$ cat config.mk
export PLATFORM = sky130hd
export DESIGN_NAME = accel_hub
export DESIGN_NICKNAME = d
export VERILOG_FILES = /design/src/rtl/accel_hub.sv
export SDC_FILE = /design/constraint.sdc
export NUM_CORES = 1
export LEC_CHECK = 0
export CORE_MARGIN = 2
export CORE_UTILIZATION = 53
export DETAILED_ROUTE_END_ITERATION = 8
export PLACE_DENSITY_LB_ADDON = 0.08
export SYNTH_ARGS = -nofsm -noshare
export SYNTH_HDL_FRONTEND = slang
export SYNTH_SLANG_ARGS = --single-unit
$ cat constraint.sdc
create_clock -name clk -period 6.5 [get_ports clk]
set_input_delay 1.625 -clock clk [delete_from_list [all_inputs] [get_ports clk]]
set_output_delay 1.625 -clock clk [all_outputs]
set_load 0.03 [all_outputs]
$ cat src/rtl/accel_hub.sv
// accel_hub: CPU-facing hub with one input FIFO and one result FIFO per
// attached accelerator, plus a sticky flag for ignored CPU accesses.
module accel_hub #(
  parameter int unsigned ACCEL_COUNT = 4,
  parameter int unsigned REG_WIDTH   = 16,
  parameter int unsigned FIFO_DEPTH  = 2
) (
  input  logic                             clk,
  input  logic                             rst,
  input  logic [3:0]                       accel_id,
  output logic                             accel_can_write,
  output logic                             accel_can_read,
  input  logic                             accel_write_enable,
  input  logic [REG_WIDTH-1:0]             accel_write_data,
  input  logic                             accel_read_enable,
  output logic [REG_WIDTH-1:0]             accel_read_data,
  output logic [ACCEL_COUNT-1:0]           acc_in_valid,
  input  logic [ACCEL_COUNT-1:0]           acc_in_ready,
  output logic [ACCEL_COUNT*REG_WIDTH-1:0] acc_in_data,
  input  logic [ACCEL_COUNT-1:0]           acc_out_valid,
  output logic [ACCEL_COUNT-1:0]           acc_out_ready,
  input  logic [ACCEL_COUNT*REG_WIDTH-1:0] acc_out_data,
  output logic                             err
);

  localparam int unsigned PTR_W = $clog2(FIFO_DEPTH);
  localparam int unsigned CNT_W = PTR_W + 1;
  localparam int unsigned ID_W  = 4;
  localparam logic [CNT_W-1:0] FULL_CNT = CNT_W'(FIFO_DEPTH);

  logic [REG_WIDTH-1:0] in_mem_q  [ACCEL_COUNT][FIFO_DEPTH];
  logic [REG_WIDTH-1:0] in_mem_d  [ACCEL_COUNT][FIFO_DEPTH];
  logic [REG_WIDTH-1:0] out_mem_q [ACCEL_COUNT][FIFO_DEPTH];
  logic [REG_WIDTH-1:0] out_mem_d [ACCEL_COUNT][FIFO_DEPTH];
  logic [PTR_W-1:0]     in_wr_q  [ACCEL_COUNT], in_wr_d  [ACCEL_COUNT];
  logic [PTR_W-1:0]     in_rd_q  [ACCEL_COUNT], in_rd_d  [ACCEL_COUNT];
  logic [CNT_W-1:0]     in_cnt_q [ACCEL_COUNT], in_cnt_d [ACCEL_COUNT];
  logic [PTR_W-1:0]     out_wr_q  [ACCEL_COUNT], out_wr_d  [ACCEL_COUNT];
  logic [PTR_W-1:0]     out_rd_q  [ACCEL_COUNT], out_rd_d  [ACCEL_COUNT];
  logic [CNT_W-1:0]     out_cnt_q [ACCEL_COUNT], out_cnt_d [ACCEL_COUNT];
  logic                 err_q, err_d;

  logic [ACCEL_COUNT-1:0] in_full_c, out_empty_c;
  logic [ACCEL_COUNT-1:0] in_push_c, in_pop_c, out_push_c, out_pop_c;
  logic                   sel_can_write_c, sel_can_read_c;
  logic [REG_WIDTH-1:0]   sel_head_c;

  // Per-accelerator FIFO status and accelerator-side handshake outputs.
  always_comb begin
    in_full_c     = '0;
    out_empty_c   = '0;
    acc_in_valid  = '0;
    acc_out_ready = '0;
    acc_in_data   = '0;
    for (int i = 0; i < ACCEL_COUNT; i++) begin
      in_full_c[i]   = (in_cnt_q[i] == FULL_CNT);
      out_empty_c[i] = (out_cnt_q[i] == '0);
      acc_in_valid[i]  = (in_cnt_q[i] != '0);
      acc_out_ready[i] = (out_cnt_q[i] != FULL_CNT);
      acc_in_data[i*REG_WIDTH +: REG_WIDTH] = in_mem_q[i][in_rd_q[i]];
    end
  end

  // CPU-side view of the selected accelerator; out-of-range ids match nothing.
  always_comb begin
    sel_can_write_c = 1'b0;
    sel_can_read_c  = 1'b0;
    sel_head_c      = '0;
    for (int i = 0; i < ACCEL_COUNT; i++) begin
      if (accel_id == ID_W'(i)) begin
        sel_can_write_c = !in_full_c[i];
        sel_can_read_c  = !out_empty_c[i];
        sel_head_c      = out_mem_q[i][out_rd_q[i]];
      end
    end
  end

  assign accel_can_write = sel_can_write_c;
  assign accel_can_read  = sel_can_read_c;
  assign accel_read_data = sel_can_read_c ? sel_head_c : '0;
  assign err             = err_q;

  // Push/pop strobes for every FIFO, all qualified by pre-edge state.
  always_comb begin
    in_push_c  = '0;
    in_pop_c   = '0;
    out_push_c = '0;
    out_pop_c  = '0;
    for (int i = 0; i < ACCEL_COUNT; i++) begin
      in_push_c[i]  = accel_write_enable && accel_can_write && (accel_id == ID_W'(i));
      in_pop_c[i]   = acc_in_valid[i] && acc_in_ready[i];
      out_push_c[i] = acc_out_valid[i] && acc_out_ready[i];
      out_pop_c[i]  = accel_read_enable && accel_can_read && (accel_id == ID_W'(i));
    end
  end

  // Next-state for pointers, counters, storage and the sticky error flag.
  always_comb begin
    in_mem_d  = in_mem_q;
    out_mem_d = out_mem_q;
    in_wr_d   = in_wr_q;
    in_rd_d   = in_rd_q;
    in_cnt_d  = in_cnt_q;
    out_wr_d  = out_wr_q;
    out_rd_d  = out_rd_q;
    out_cnt_d = out_cnt_q;
    err_d     = err_q
              | (accel_write_enable && !accel_can_write)
              | (accel_read_enable && !accel_can_read);
    for (int i = 0; i < ACCEL_COUNT; i++) begin
      if (in_push_c[i]) begin
        in_mem_d[i][in_wr_q[i]] = accel_write_data;
        in_wr_d[i] = in_wr_q[i] + PTR_W'(1);
      end
      if (in_pop_c[i]) begin
        in_rd_d[i] = in_rd_q[i] + PTR_W'(1);
      end
      in_cnt_d[i] = in_cnt_q[i] + CNT_W'(in_push_c[i]) - CNT_W'(in_pop_c[i]);
      if (out_push_c[i]) begin
        out_mem_d[i][out_wr_q[i]] = acc_out_data[i*REG_WIDTH +: REG_WIDTH];
        out_wr_d[i] = out_wr_q[i] + PTR_W'(1);
      end
      if (out_pop_c[i]) begin
        out_rd_d[i] = out_rd_q[i] + PTR_W'(1);
      end
      out_cnt_d[i] = out_cnt_q[i] + CNT_W'(out_push_c[i]) - CNT_W'(out_pop_c[i]);
    end
  end

  // Control state: cleared asynchronously, which discards buffered words.
  always_ff @(posedge clk or posedge rst) begin
    if (rst) begin
      for (int i = 0; i < ACCEL_COUNT; i++) begin
        in_wr_q[i]   <= '0;
        in_rd_q[i]   <= '0;
        in_cnt_q[i]  <= '0;
        out_wr_q[i]  <= '0;
        out_rd_q[i]  <= '0;
        out_cnt_q[i] <= '0;
      end
      err_q <= 1'b0;
    end else begin
      in_wr_q   <= in_wr_d;
      in_rd_q   <= in_rd_d;
      in_cnt_q  <= in_cnt_d;
      out_wr_q  <= out_wr_d;
      out_rd_q  <= out_rd_d;
      out_cnt_q <= out_cnt_d;
      err_q     <= err_d;
    end
  end

  // Data storage needs no reset; occupancy decides what is visible.
  always_ff @(posedge clk) begin
    in_mem_q  <= in_mem_d;
    out_mem_q <= out_mem_d;
  end

endmodule

==> results.md, run 1 <==
* CP Max Fanout at 18
* Critical path startpoint: accel_id[3]
* Die Y-Extent at 150 um
* Hold crit path type: flip-flop to flip-flop
* Endpoints failing setup at 0
* DP Wirelength at 16.2 mm
* Post-synth top flop: edfxtp_1
* Die W at 150 um
* Distinct cell type count after synthesis at 38
* Row count at 53
* Normalized max-slew margin at 0.291
* Hold buffers post-CTS at 0
* Seq cells post-synth at 289
* Most common cell after layout, fill and taps aside: edfxtp_1
* Vias in the first global route at 6359
* Post-layout minimum cycle time at 5.64 ns
* TritonRoute pass-1 iters at 5
* Post-synthesis sequential area ratio at 0.750
* MaxCap Viol Count at 0
* Ys async rst share at 0.114
* Crit path DAT at 4.02 ns
* Setup CP Type: primary input to output pin
* Most frequent cells in the layout: edfxtp_1, clkdlybuf4s50_1, mux2i_1
* Vias at 6062
* Syn avg cell area at 17.8 um^2
* Yosys top cell area share at 0.677
* Multi-input gate area at 2680 um^2
* GRT Util Overall at 0.208
* Slew Viols, Final at 0
* Yosys warning total at 0
* Leading area contributor after synthesis: edfxtp_1
* Fin Setup TNS at 0 ns
* Root buffer cell: clkbuf_16
* Status: complete, no violations
* Worst R2R Start: in_cnt_q[1]
* CTS clk-pin slew, worst paths at 0.06 ns
* Max IR drop VDD at 0.265 mV
* Post-route cell area at 14400 um^2
* Hold Startpoint: in_cnt_q[1]
* Crit start category: primary input
* Finished Layout Cells at 1132
* Post-CTS Repair Setup Buffers at 0
* FF/Latch Area at 8510 um^2
* Drt initial violations at 386
* IO Port Bufs at 186
* Final nets at 947
* Leak at 0.00518 uW
* CTS tree: done
* Largest net degree at the start of global routing at 34
* CTS Buf Count at 28
* Fill count at 1389
* Pwr per Cell Area at 405 nW/um^2
* Worst setup EP type: output pin
* First-pass GRT wire length at 35.0 mm
* Post-cts resize count at 0
* Grt total ovfl at 0
* Initial antenna violation count at 0
* Max Clock Skew at 0.00832 ns
* Synthesized instance count at 637
* Worst Tran Pin Value at 1.06 ns
* Initial Util at 0.540
* Area contributors post-synth: edfxtp_1, dfrtp_1, mux2i_1
* ANT cells at 0
* Final period utilization at 0.868
* Syn Nets at 749
* H-tree depth at 1
* Routed wire length at 23.5 mm
* Worst endpoint required time at 4.88 ns
* Synth Cell Area at 11400 um^2
* Area post-placement at 13500 um^2
* Die area at 22600 um^2
* Drt wl/cell at 20.7 um
* Number of synthesized flops with an enable pin at 256
* DRC Markers at 0
* Routed Antenna Nets at 0
* CTS Sinks at 289
* Gpl congestion at 0.925
* Placed Cells at 1080
* FMAX at 177 MHz
* Ports at 187
* Core region area at 21000 um^2
* Clock Latency Late Sink at 0.54 ns
* Area grow syn2layout at 26.6%
* Fin. Hold Viols at 0
* Clock buffer depth at 3
* RSZ-0062 raised after global routing: no
* Share of cells above drive strength 1 at 0.173
* DR vias/cell at 5.36
stage by stage:
| step | utilization | hold WS (ns) | worst slack, ns | total power, uW |
|---|---|---|---|---|
| final | 0.684 | 0.489 | 0.855 | 5820 |
| after global routing | 0.684 | 0.508 | 0.766 | 6070 |
| after CTS | 0.684 | 0.491 | 0.946 | 5880 |
| after detailed placement | 0.641 | 0.482 | 0.979 | 4290 |
| after global placement | 0.641 | 0.471 | 1.10 | 4240 |
| after floorplan | - | 0.451 | 1.69 | 3660 |
area by class of cell:
| class | instances | area share |
|---|---|---|
| multi-input cells | 305 | 0.186 |
| flip-flops and latches | 289 | 0.592 |
| well taps | 275 | 0.0239 |
| inverters | 17 | 0.00444 |
| repair buffers | 194 | 0.131 |
| clock inverters | 19 | 0.0115 |
| clock buffers | 33 | 0.0515 |
logic make-up after synthesis:
kind of cell    Yosys count  synth area share
fa+ha+maj                16            0.0176
mux                     145             0.135
simple gates             72            0.0342
xor+xnor                 32            0.0247
buf+inv                  43            0.0164
flops                   289             0.750
compound gates           40            0.0226
critical path: stages:
cell and delay, ns:
clkdlybuf4s50_1 0.57, or4b_1 0.61, nor2_4 0.10, a211oi_4 0.72
nor2_1 0.16, buf_4 0.22
Yosys cell counts, drive strengths merged (4+ instances only):
cell    instances
a21oi          18
and2            4
and3            4
buf            17
clkbuf          9
dfrtp          33
edfxtp        256
ha             16
inv            17
mux2           65
mux2i          80
nand2           5
nand2b          6
nor2           36
o22ai          16
or2             4
xnor2          24
xor2            8
layer usage:
layer	track usage	part of all wire	wire (um)	up-vias
met2	0.373	0.52	12300	235
met3	0.0415	0.068	1600	43
met4	0.0585	0.024	561	0
met5	0	0	0	-
met1	0.257	0.38	9030	2962
li1	-	-	-	2822
power by group:
part	internal, uW	total, uW	switching (uW)	leakage [uW]
registers	2360	2680	319	0.00273
clock network	930	1580	653	0.000443
logic	747	1560	812	0.00201
total	4040	5820	1780	0.00518
state kept, by name, summed over array words and instances, names as in the netlist:
register   flops
in_cnt_q       8
out_cnt_q      8
out_wr_q       4
err            1
out_mem_q    128
out_rd_q       4
in_wr_q        4
in_mem_q     128
in_rd_q        4
worst paths after layout:
path	end	slack, ns	depth (start not counted)
setup / recovery	accel_read_data[4]	0.86	6
hold / removal	in_cnt_q[1]	0.49	1
setup reg to reg	in_mem_q[24]	4.38	3
hold reg to reg	in_cnt_q[1]	0.49	1
max in group asynchronous	in_rd_q[1]	4.67	3
min in group asynchronous	out_rd_q[2]	1.49	3
No activity file was read; power rests on OpenSTA's default activity.
==> inputs of run 2 (changes only) <==
--- a/config.mk
+++ b/config.mk
@@ -5,9 +5,12 @@
 export SDC_FILE = /design/constraint.sdc
 export NUM_CORES = 1
 export LEC_CHECK = 0
+export CAP_MARGIN = 30
 export CORE_MARGIN = 2
 export CORE_UTILIZATION = 53
+export CTS_CLUSTER_DIAMETER = 80
 export DETAILED_ROUTE_END_ITERATION = 8
+export HOLD_SLACK_MARGIN = 0.05
 export PLACE_DENSITY_LB_ADDON = 0.08
 export SYNTH_ARGS = -nofsm -noshare
 export SYNTH_HDL_FRONTEND = slang
==> results.md, run 2 (same netlist as run 1, synthesis figures left out) <==
* Status: complete, no violations
* Hold crit path type: flip-flop to flip-flop
* DR vias/cell at 5.37 (+0.29%)
* Die area at 22600 um^2 (unchanged)
* Grt total ovfl at 0 (unchanged)
* Reg-to-reg endpoint: in_mem_q[22]
* DRC Markers at 0 (unchanged)
* TritonRoute pass-1 iters at 6 (+1)
* Total power at 5820 uW (about the same)
* Final period utilization at 0.865 (-0.00326)
* Setup CP Type: primary input to output pin
* CTS Buf Count at 28 (unchanged)
* CTS clk-pin slew, worst paths at 0.06 ns (about the same)
* Max IR drop VDD at 0.266 mV (+0.29%)
* Leak at 0.00523 uW (+0.81%)
* Worst setup path endpoint: accel_read_data[12]
* MaxCap Viol Count at 0 (unchanged)
* Fin. Hold Viols at 0 (unchanged)
* Crit start category: primary input
* Endpoints failing setup at 0 (unchanged)
* Post-layout minimum cycle time at 5.62 ns (-0.0212 ns)
* Post-cts resize count at 0 (unchanged)
* Max Clock Skew at 0.00754 ns (-0.000785 ns)
* Slew Viols, Final at 0 (unchanged)
* GRT Util Overall at 0.208 (unchanged)
* Largest regs: in_mem_q x128, out_mem_q x128
* Vias at 6112 (+0.82%)
* Normalized max-slew margin at 0.345 (+0.0540)
* H-tree depth at 1 (unchanged)
* Clock buffer depth at 3 (unchanged)
* Post-CTS Repair Setup Buffers at 0 (unchanged)
* Fill count at 1387 (-0.14%)
* R2R Setup Slk at 4.40 ns (+0.02 ns)
* Worst setup EP type: output pin
* Critical path startpoint: accel_id[3]
* Gpl congestion at 0.925 (unchanged)
* Drt wl/cell at 20.7 um (-0.38%)
* Largest net degree at the start of global routing at 34 (unchanged)
* Most frequent cells in the layout: edfxtp_1, clkdlybuf4s50_1, mux2i_1
* Die Y-Extent at 150 um (unchanged)
* Die W at 150 um (unchanged)
* DP Wirelength at 16.2 mm (unchanged)
* Core region area at 21000 um^2 (unchanged)
* Row count at 53 (unchanged)
* CP Max Fanout at 18 (unchanged)
* Crit path DAT at 4.00 ns (-0.02 ns)
* Hold buffers post-CTS at 0 (unchanged)
* Worst Tran Pin Value at 0.982 ns (-0.0809 ns)
* Initial antenna violation count at 0 (unchanged)
* Final nets at 953 (+0.63%)
* Drt initial violations at 393 (+1.8%)
* Fin Setup TNS at 0 ns (unchanged)
* Initial Util at 0.540 (unchanged)
* Share of cells above drive strength 1 at 0.178 (+0.00575)
* Clock Latency Late Sink at 0.53 ns (about the same)
* Most common cell after layout, fill and taps aside: edfxtp_1
* CTS tree: done
* Worst R2R Start: in_cnt_q[1]
* Vias in the first global route at 6359 (unchanged)
* Area grow syn2layout at 27.4%
* Routed wire length at 23.5 mm (+0.14%)
* Worst-case reg-to-reg path depth at 3 (unchanged)
* Worst endpoint required time at 4.88 ns (about the same)
* Pwr per Cell Area at 402 nW/um^2 (-0.58%)
* IO Port Bufs at 186 (unchanged)
* Ports at 187 (unchanged)
* ANT cells at 0 (unchanged)
* Root buffer cell: clkbuf_16
* Routed Antenna Nets at 0 (unchanged)
* First-pass GRT wire length at 35.0 mm (unchanged)
* FMAX at 178 MHz (+0.38%)
* CTS Sinks at 289 (unchanged)
* RSZ-0062 raised after global routing: no
[run 2: changes by cell type in the layout (fill, tap and decap cells not counted)]
cell   change
buf_8      +5
buf_6      +1
[run 2: worst min-delay path by stage]
stage                 from     endpoint  depth (start not counted)
6_report       in_cnt_q[1]  in_cnt_q[1]                          1
2_1_floorplan  in_cnt_q[1]  in_cnt_q[1]                          1
3_3_place_gp   in_cnt_q[1]  in_cnt_q[1]                          1
4_1_cts        in_cnt_q[1]  in_cnt_q[1]                          1
5_1_grt        out_wr_q[0]  out_wr_q[0]                          1
3_5_place_dp   in_cnt_q[1]  in_cnt_q[1]                          1
[run 2: routing by layer]
layer | vias up | track usage | wire length, um | share of wire
met3 | 39 | 0.0415 | 1480 | 0.063
li1 | 2836 | - | - | -
met2 | 224 | 0.373 | 12300 | 0.52
met4 | 0 | 0.0585 | 510 | 0.022
met5 | - | 0 | 0 | 0
met1 | 3013 | 0.257 | 9260 | 0.39
[run 2: power by group]
part	switching [uW]	total, uW	internal, uW
Clock	648	1580	929
Combinational	813	1560	750
Sequential	321	2680	2360
[run 2: worst max-delay path, cell delays in order]
cell and delay, ns:
clkdlybuf4s50_1 0.57, or4b_1 0.62, nor2_4 0.10, a211oi_4 0.70
nor2_1 0.16, buf_4 0.21
[run 2: stage by stage]
stage               hold WS [ns]  area [um^2]  setup slack (ns)  cells  utilization
finish                     0.488        14500             0.877   1138        0.688
global placement           0.471        13500              1.10   1080        0.641
CTS                        0.491        14400             0.946   1132        0.684
detailed placement         0.482        13500             0.979   1080        0.641
floorplan                  0.451        11400              1.69    637            -
global route               0.508        14500             0.766   1138        0.688
[run 2: final cells by class]
type / instances / area [um^2] / share of cell area
sequential: 289 / 8510 / 0.588
multi-input combinational: 305 / 2680 / 0.185
clock inverter: 19 / 165 / 0.0114
inverter: 17 / 63.8 / 0.00441
timing repair buffer: 200 / 1970 / 0.136
tap: 275 / 344 / 0.0238
clock buffer: 33 / 741 / 0.0512
